$ cat src/rtl/result_collector.sv
// Result collector: numbers validator results and buffers winning ones in a first-word-fall-through FIFO.
// Optional win statistics output (win_count) enabled by defining RESULT_COLLECTOR_STATS_EN.
module result_collector #(
  parameter int unsigned FIFO_DEPTH  = 4,
  parameter int unsigned NONCE_WIDTH = 32
) (
  input  logic                   clk,
  input  logic                   rst_n,
  input  logic                   valid_i,
  input  logic                   newblock_i,
  input  logic                   success_i,
  output logic                   result_valid,
  input  logic                   result_ready,
  output logic [NONCE_WIDTH-1:0] result_nonce,
  output logic [7:0]             result_block,
`ifdef RESULT_COLLECTOR_STATS_EN
  output logic [15:0]            win_count,
`endif
  output logic                   overflow
);

  localparam int unsigned AW = (FIFO_DEPTH > 1) ? $clog2(FIFO_DEPTH) : 1;
  localparam int unsigned CW = AW + 1;

  logic [NONCE_WIDTH-1:0] r_nonce;
  logic [7:0]             r_block;
  logic [NONCE_WIDTH-1:0] r_mem_nonce [FIFO_DEPTH];
  logic [7:0]             r_mem_block [FIFO_DEPTH];
  logic [AW-1:0]          r_wr_ptr;
  logic [AW-1:0]          r_rd_ptr;
  logic [CW-1:0]          r_count;
  logic                   r_valid;
  logic                   r_overflow;

  logic                   w_newblk;
  logic [NONCE_WIDTH-1:0] w_cur_nonce;
  logic [7:0]             w_cur_block;
  logic                   w_full;
  logic                   w_pop;
  logic                   w_push_req;
  logic                   w_push;
  logic                   w_drop;
  logic [CW-1:0]          w_count_nxt;

  // Current result numbering and FIFO push/pop decisions.
  always_comb begin
    w_newblk    = valid_i && newblock_i;
    w_cur_nonce = w_newblk ? '0 : r_nonce;
    w_cur_block = w_newblk ? (r_block + 8'd1) : r_block;
    w_full      = (r_count == CW'(FIFO_DEPTH));
    w_pop       = r_valid && result_ready;
    w_push_req  = valid_i && success_i;
    w_push      = w_push_req && (!w_full || w_pop);
    w_drop      = w_push_req && w_full && !w_pop;
    w_count_nxt = r_count;
    case ({w_push, w_pop})
      2'b10:   w_count_nxt = r_count + CW'(1);
      2'b01:   w_count_nxt = r_count - CW'(1);
      default: w_count_nxt = r_count;
    endcase
  end

  always_ff @(posedge clk) begin
    if (!rst_n) begin
      r_nonce    <= '0;
      r_block    <= '0;
      r_wr_ptr   <= '0;
      r_rd_ptr   <= '0;
      r_count    <= '0;
      r_valid    <= 1'b0;
      r_overflow <= 1'b0;
      for (int i = 0; i < FIFO_DEPTH; i++) begin
        r_mem_nonce[i] <= '0;
        r_mem_block[i] <= '0;
      end
    end else begin
      if (valid_i) begin
        r_nonce <= w_cur_nonce + NONCE_WIDTH'(1);
        r_block <= w_cur_block;
      end
      if (w_push) begin
        r_mem_nonce[r_wr_ptr] <= w_cur_nonce;
        r_mem_block[r_wr_ptr] <= w_cur_block;
        r_wr_ptr              <= r_wr_ptr + AW'(1);
      end
      if (w_pop) begin
        r_rd_ptr <= r_rd_ptr + AW'(1);
      end
      r_count <= w_count_nxt;
      r_valid <= (w_count_nxt != '0);
      if (w_drop) begin
        r_overflow <= 1'b1;
      end
    end
  end

`ifdef RESULT_COLLECTOR_STATS_EN
  logic [15:0] r_win_count;

  // Accepted pushes only, saturating.
  always_ff @(posedge clk) begin
    if (!rst_n) begin
      r_win_count <= '0;
    end else if (w_push && (r_win_count != 16'hFFFF)) begin
      r_win_count <= r_win_count + 16'd1;
    end
  end

  assign win_count = r_win_count;
`endif

  assign result_valid = r_valid;
  assign result_nonce = r_mem_nonce[r_rd_ptr];
  assign result_block = r_mem_block[r_rd_ptr];
  assign overflow     = r_overflow;

endmodule
$ cat config.mk
export PLATFORM = sky130hd
export DESIGN_NAME = result_collector
export DESIGN_NICKNAME = d
export VERILOG_FILES = /design/src/rtl/result_collector.sv
export SDC_FILE = /design/constraint.sdc
export NUM_CORES = 1
export LEC_CHECK = 0
export CAP_MARGIN = 10
export CORE_MARGIN = 2
export CORE_UTILIZATION = 45
export CTS_CLUSTER_SIZE = 25
export DETAILED_ROUTE_END_ITERATION = 12
export PLACE_DENSITY = 0.7
export SLEW_MARGIN = 25
export SYNTH_ARGS = -nofsm -noshare
export SYNTH_HDL_FRONTEND = slang
export SYNTH_SLANG_ARGS = --single-unit
$ cat constraint.sdc
create_clock -name clk -period 3.7 [get_ports clk]
set_input_delay 0.74 -clock clk [delete_from_list [all_inputs] [get_ports clk]]
set_output_delay 0.74 -clock clk [all_outputs]
set_load 0.02 [all_outputs]
==> results of run 1 <==
-- cell families (layout without fill, tap and decap cells) --
logic type	Yosys count	count (layout)	synth area share (%)
simple gates	327	327	15.9
flops	211	211	65.4
buf+inv	56	121	2.60
mux	42	42	10.3
xor+xnor	38	38	3.73
compound gates	16	16	1.40
fa+ha+maj	4	4	0.646
other cells	0	1	0
-- worst paths after layout --
path / startpoint / to / slack, ns
setup / recovery: flip-flop / result_nonce[0] / 0.50
hold / removal: r_nonce[30]$_SDFFE_PN0P_ / r_nonce[31]$_SDFFE_PN0P_ / 0.52
setup reg to reg: r_count[0]$_SDFF_PN0_ / result_valid$_SDFF_PN0_ / 1.25
hold reg to reg: r_nonce[30]$_SDFFE_PN0P_ / r_nonce[31]$_SDFFE_PN0P_ / 0.52
-- final cells by class --
type	instances	area [um^2]	area share (%)
Sequential cell	211	5830	55.8
Tap cell	265	332	3.17
Multi-Input combinational cell	427	2870	27.4
Clock inverter	5	30.0	0.288
Antenna cell	1	2.50	0.0240
Inverter	16	60.1	0.575
Timing Repair Buffer	65	656	6.28
Clock buffer	35	671	6.42
-- per-layer routing --
metal  up-vias  routed length (um)
met3        26                 795
met4         0                 329
li1       2556                   -
met2       143                9880
met1      2792                8030
met5         -                   0
-- stage by stage --
step / util [%] / hold WS (ns) / setup slack (ns)
3_3_place_gp: 50.0 / 0.478 / 0.580
3_5_place_dp: 50.0 / 0.500 / 0.421
6_report: 53.7 / 0.520 / 0.505
4_1_cts: 53.6 / 0.516 / 0.470
5_1_grt: 53.7 / 0.540 / 0.425
2_1_floorplan: - / 0.464 / 0.616
-- cell usage after synthesis, drive strengths merged --
master    n
and4      2
a311o     1
or4       2
mux4     40
or2       1
nand3    13
nor3      6
clkbuf   26
dfxtp    51
o21ba     1
xor2     15
a31o      2
nand4b    4
clkinv    1
a32oi     1
ha        3
buf      14
a31oi     1
xnor2    23
nor2    202
inv      15
o21ai     3
nor4      2
or2b      1
and2      3
edfxtp  160
a21boi    1
nand2    61
a21oi     5
nand3b    1
or3       4
a21bo     1
nand4    15
mux2i     2
and3     10
fa        1
-- placed cells by master, fill, tap and decap left out, drive strengths merged, types with 6 or more instances in the layout --
cell and instances:
nand4 15, buf 18, nand3 13, clkbuf 35, dfxtp 51, xor2 15
clkdlybuf4s50 47, inv 16, and3 10, nor2 202, mux4 40, nand2 61
nor3 6, xnor2 23, edfxtp 160
-- power breakdown --
part           total, mW  switching (mW)  internal [mW]  leakage, nW
Sequential          2.70          0.0507           2.65         2.04
Combinational      0.741           0.392          0.350         1.12
Clock               2.11           0.861           1.24        0.347
-- state kept, by name, summed over array words and instances, names as in the netlist, named ones only --
name and cells:
r_rd_ptr 2, r_mem_nonce 128, result_valid 1, r_mem_block 32, r_count 3, r_nonce 32
overflow 1, r_block 8, r_wr_ptr 2
-- worst max-delay path, delay by kind of cell (launching register included) --
| family | cells | cell delay (ns) |
|---|---|---|
| mux | 1 | 0.36 |
| buf+inv | 2 | 0.84 |
| flops | 1 | 0.76 |
==> reports/qor.yml, run 1 <==
status: "completed"
grt_pass1_vias: 5826
cts.sinks: 211
cpMaxStageDelayCell: "dfxtp_2"
synthTopCellsByArea: "edfxtp_1 (54%), dfxtp_1 (11%), mux4_2 (10%)"
hold_viol: 0
fin_setup_tns_ns: 0
path_max_fanout: 21
final-setup-viol-count: 0
cts_setup_buffers: 0
grt_use_met3_pct: 2.67
avgViaCountPerCell: 5.38
drt_iter0_drc: 424
layout.nets: 753
core_um2: 19500
cts_resized: 0
totalPowerFinal_mw: 5.54
maxSlewHeadroom_pct: 50.0
top_usage_layer: "met2"
slowest_delay_ns: 0.76
wire_per_inst_um: 18.6
cts_root_buf: "clkbuf_16"
avgSynthCellArea_um2: 12.8
synth_top_cell_area_share_pct: 53.9
dr.pass1.iters: 5
instances_no_fill: 1025
area_growth_pct: 17.2
nFillCells: 1615
overflow: 0
criticalPathCategory: "flip-flop to output pin"
netlist_area_um2: 8910
clockBufferDepth: 3
timing.fmax_ghz: 0.313
hold_depth: 2
synthCells: 694
synth_nets: 704
fin_crit_sh_pct: 86.4
worstPathArrival_ns: 2.46
rsz0062_at_grt: "false"
drive_gt1_share_pct: 14.1
power.density_nw_per_um2: 531
fin_crit_ns: 3.20
p_leak_nw: 3.51
fin_skew_ns: 0.0106
grt_max_degree: 41
dieHeight_um: 145
drv_cap: 0
dp_cells: 984
netlist-cell-type-count: 42
portBuffers: 47
grt_use_met1_pct: 25.1
cts_made_buffers: 22
tightest_slew_ns: 0.745
h-tree-depth: 1
postPlaceCellArea_um2: 9740
max-vdd-ir-drop_v: 0.000325
gp_congestion: 0.834
path_cells: "buf_12 > mux4_2 > clkdlybuf4s50_1"
groute.usage.overall_pct: 19.0
clk_latency_ns: 0.49
fin_area_um2: 10400
ys_ff_latch: 211
synth_top_area_cell: "edfxtp_1"
hold_class: "flip-flop to flip-flop"
cp-end-kind: "output pin"
drv_slew: 0
dieArea_um2: 20900
dieWidth_um: 145
cts_tree: "done"
hpwl_mm: 11.2
io_pins: 48
vias: 5517
row_count: 51
totalWireLength_mm: 19.0
yosysWarnings: 0
worstPathRequired_ns: 2.96
drcViolationCount: 0
grt_pass1_wl_mm: 30.5
ff2ff_path_depth: 9
grt_util_met2_pct: 33.3
path_clk_slew_ns: 0.06
cts_hold_buf: 0
antenna_found_initial: 1
start_util_pct: 45.8
ant_nets: 0
ys_seq_area_share_pct: 65.4
cp-start-kind: "flip-flop"
Note: power is estimated with default switching activity, not from simulation.
==> run 2, diff against run 1 <==
--- a/config.mk
+++ b/config.mk
@@ -7,10 +7,10 @@
 export LEC_CHECK = 0
 export CAP_MARGIN = 10
 export CORE_MARGIN = 2
-export CORE_UTILIZATION = 45
+export CORE_UTILIZATION = 30
 export CTS_CLUSTER_SIZE = 25
 export DETAILED_ROUTE_END_ITERATION = 12
-export PLACE_DENSITY = 0.7
+export PLACE_DENSITY = 0.53
 export SLEW_MARGIN = 25
 export SYNTH_ARGS = -nofsm -noshare
 export SYNTH_HDL_FRONTEND = slang
==> constraint.sdc (replaced) <==
create_clock -name clk -period 3.5 [get_ports clk]
set_input_delay 0.7 -clock clk [delete_from_list [all_inputs] [get_ports clk]]
set_output_delay 0.7 -clock clk [all_outputs]
set_load 0.02 [all_outputs]
==> reports/qor.yml, run 2 (synthesized netlist as in run 1, its figures left out) <==
cts_tree: "done"
cts_made_buffers: 23  # +4.5%
wire_per_inst_um: 17.2  # -7.2%
cts.sinks: 211  # unchanged
core_um2: 29500  # +51%
r2r_setup_slack_ns: 1.24  # about the same
path_max_fanout: 22  # +4.8%
diodes: 0  # -1
top_register: "r_mem_nonce"
io_pins: 48  # unchanged
netSwitchingPower_mw: 1.40  # +7.3%
status: "completed"
p_leak_nw: 3.53  # +0.52%
fin_area_um2: 10600  # +1.6%
totalPowerFinal_mw: 5.83  # +5.2%
worstPathRequired_ns: 2.80  # -0.16 ns
combPwrFrac_pct: 13.5  # about the same
power.density_nw_per_um2: 550  # +3.6%
clk_latency_ns: 0.50  # about the same
postPlaceCellArea_um2: 9930  # +2.0%
grt_pass1_vias: 5478  # -6.0%
row_count: 63  # +24%
final_cell_mix: "nor2_1 (202), edfxtp_1 (160), nand2_1 (56), dfxtp_1 (49), clkdlybuf4s50_1 (47)"
cts_root_buf: "clkbuf_16"
timing.fmax_ghz: 0.316
min_from: "r_nonce[30]$_SDFFE_PN0P_"
internal_power_mw: 4.43  # +4.6%
max-vdd-ir-drop_v: 0.000283  # -13%
vias: 5414  # -1.9%
cts_setup_buffers: 0  # unchanged
start_util_pct: 30.2  # -16 points
clockBufferDepth: 3  # unchanged
cts_resized: 0  # unchanged
largest_reg_flops: 128  # unchanged
ff2ff_path_depth: 9  # unchanged
h-tree-depth: 1  # unchanged
fin_crit_ns: 3.17
groute.usage.overall_pct: 13.2  # -5.9 points
fin_setup_tns_ns: 0  # unchanged
gp_congestion: 0.755  # -9.5%
hpwl_mm: 12.2  # +9.1%
overflow: 0  # unchanged
switching_share_pct: 24.0  # +0.47 points
dieWidth_um: 176  # +22%
hold_class: "flip-flop to flip-flop"
cts_hold_buf: 0  # unchanged
path_clk_slew_ns: 0.06  # about the same
nFillCells: 2913  # +80%
multi_input_area_um2: 2870  # unchanged
ant_nets: 0  # unchanged
drt_iter0_drc: 294  # -31%
fin_crit_sh_pct: 90.5
dieArea_um2: 31100  # +48%
tightest_slew_ns: 0.585  # -0.160 ns
layout_commonest_cell: "nor2_1"
drv_slew: 0  # unchanged
hold_viol: 0  # unchanged
cp-start-kind: "flip-flop"
antenna_found_initial: 0  # -1
worstPathArrival_ns: 2.47  # about the same
grt_max_degree: 41  # unchanged
power.share.sequential_pct: 48.8  # +0.2 points
avgViaCountPerCell: 4.68  # -13%
criticalPathCategory: "flip-flop to output pin"
final-setup-viol-count: 0  # unchanged
grt_pass1_wl_mm: 31.8  # +4.3%
drcViolationCount: 0  # unchanged
rsz0062_at_grt: "false"
hold_depth: 2  # unchanged
dieHeight_um: 176  # +22%
portBuffers: 47  # unchanged
reg2reg_to: "result_valid$_SDFF_PN0_"
area_growth_pct: 19.0
totalWireLength_mm: 19.9  # +4.7%
worstReg2RegStart: "result_valid$_SDFF_PN0_"
seqCellArea_um2: 5830  # unchanged
drv_cap: 0  # unchanged
reg_top3: "r_mem_nonce: 128 flops, r_mem_block: 32 flops, r_nonce: 32 flops"
maxSlewHeadroom_pct: 61.0  # +11 points
dr.pass1.iters: 4  # -1
drive_gt1_share_pct: 14.7  # +0.64 points
p_clk_share_pct: 37.6  # -0.4 points
cp-end-kind: "output pin"
layout.nets: 762  # +1.2%
fin_skew_ns: 0.00936  # -0.00121 ns
hold_path_end: "r_nonce[31]$_SDFFE_PN0P_"
-- run 2: per-stage QoR --
stage	hold WS, ns	setup slack (ns)	utilization [%]	instances
floorplan	0.464	0.456	-	694
global placement	0.484	0.321	33.7	1117
detailed placement	0.492	0.319	33.7	1117
CTS	0.505	0.292	36.0	1157
global route	0.534	0.212	36.0	1157
finish	0.505	0.333	36.0	1157
-- run 2: power groups by stage --
stage | sequential, mW | combinational (mW) | clock [mW]
after global placement | 2.90 | 0.808 | 0
after floorplan | 2.89 | 0.497 | 0
after CTS | 2.85 | 0.810 | 2.25
after detailed placement | 2.90 | 0.806 | 0
final | 2.85 | 0.790 | 2.20
after global routing | 2.86 | 0.849 | 2.35
-- run 2: metal layers --
layer / wire [um] / track usage (%)
met5: 0 / 0
met4: 416 / 3.58
met3: 894 / 1.85
met2: 9500 / 21.7
met1: 9120 / 18.2
-- run 2: final cells by class --
class	count	area share [%]
multi-input combinational	427	27.0
tap	390	4.60
inverter	16	0.566
timing repair buffer	73	6.51
clock buffer	34	6.10
sequential	211	54.9
clock inverter	6	0.260
-- run 2: worst max path at each step --
| stage | start | to | slack [ns] | cells after the start |
|---|---|---|---|---|
| 2_1_floorplan | result_ready | r_mem_block[0][0]$_SDFFCE_PN0P_ | 0.46 | 7 |
| 3_3_place_gp | valid_i | result_valid$_SDFF_PN0_ | 0.32 | 10 |
| 3_5_place_dp | valid_i | result_valid$_SDFF_PN0_ | 0.32 | 10 |
| 4_1_cts | flip-flop | result_nonce[24] | 0.29 | 3 |
| 5_1_grt | flip-flop | result_nonce[30] | 0.21 | 3 |
| 6_report | flip-flop | result_nonce[30] | 0.33 | 3 |
-- run 2: critical path, cell delays in order (launching register included) --
cell and delay [ns]:
dfxtp_2 0.32, buf_4 0.44, mux4_2 0.63, clkdlybuf4s50_1 0.56
==> run 3, diff against run 2 <==
--- a/config.mk
+++ b/config.mk
@@ -5,13 +5,12 @@
 export SDC_FILE = /design/constraint.sdc
 export NUM_CORES = 1
 export LEC_CHECK = 0
-export CAP_MARGIN = 10
+export CAP_MARGIN = 20
 export CORE_MARGIN = 2
 export CORE_UTILIZATION = 30
 export CTS_CLUSTER_SIZE = 25
 export DETAILED_ROUTE_END_ITERATION = 12
 export PLACE_DENSITY = 0.53
-export SLEW_MARGIN = 25
 export SYNTH_ARGS = -nofsm -noshare
 export SYNTH_HDL_FRONTEND = slang
 export SYNTH_SLANG_ARGS = --single-unit
==> results of run 3 <==
No change in the layout: final DEF, timing and power equal those of run 2.
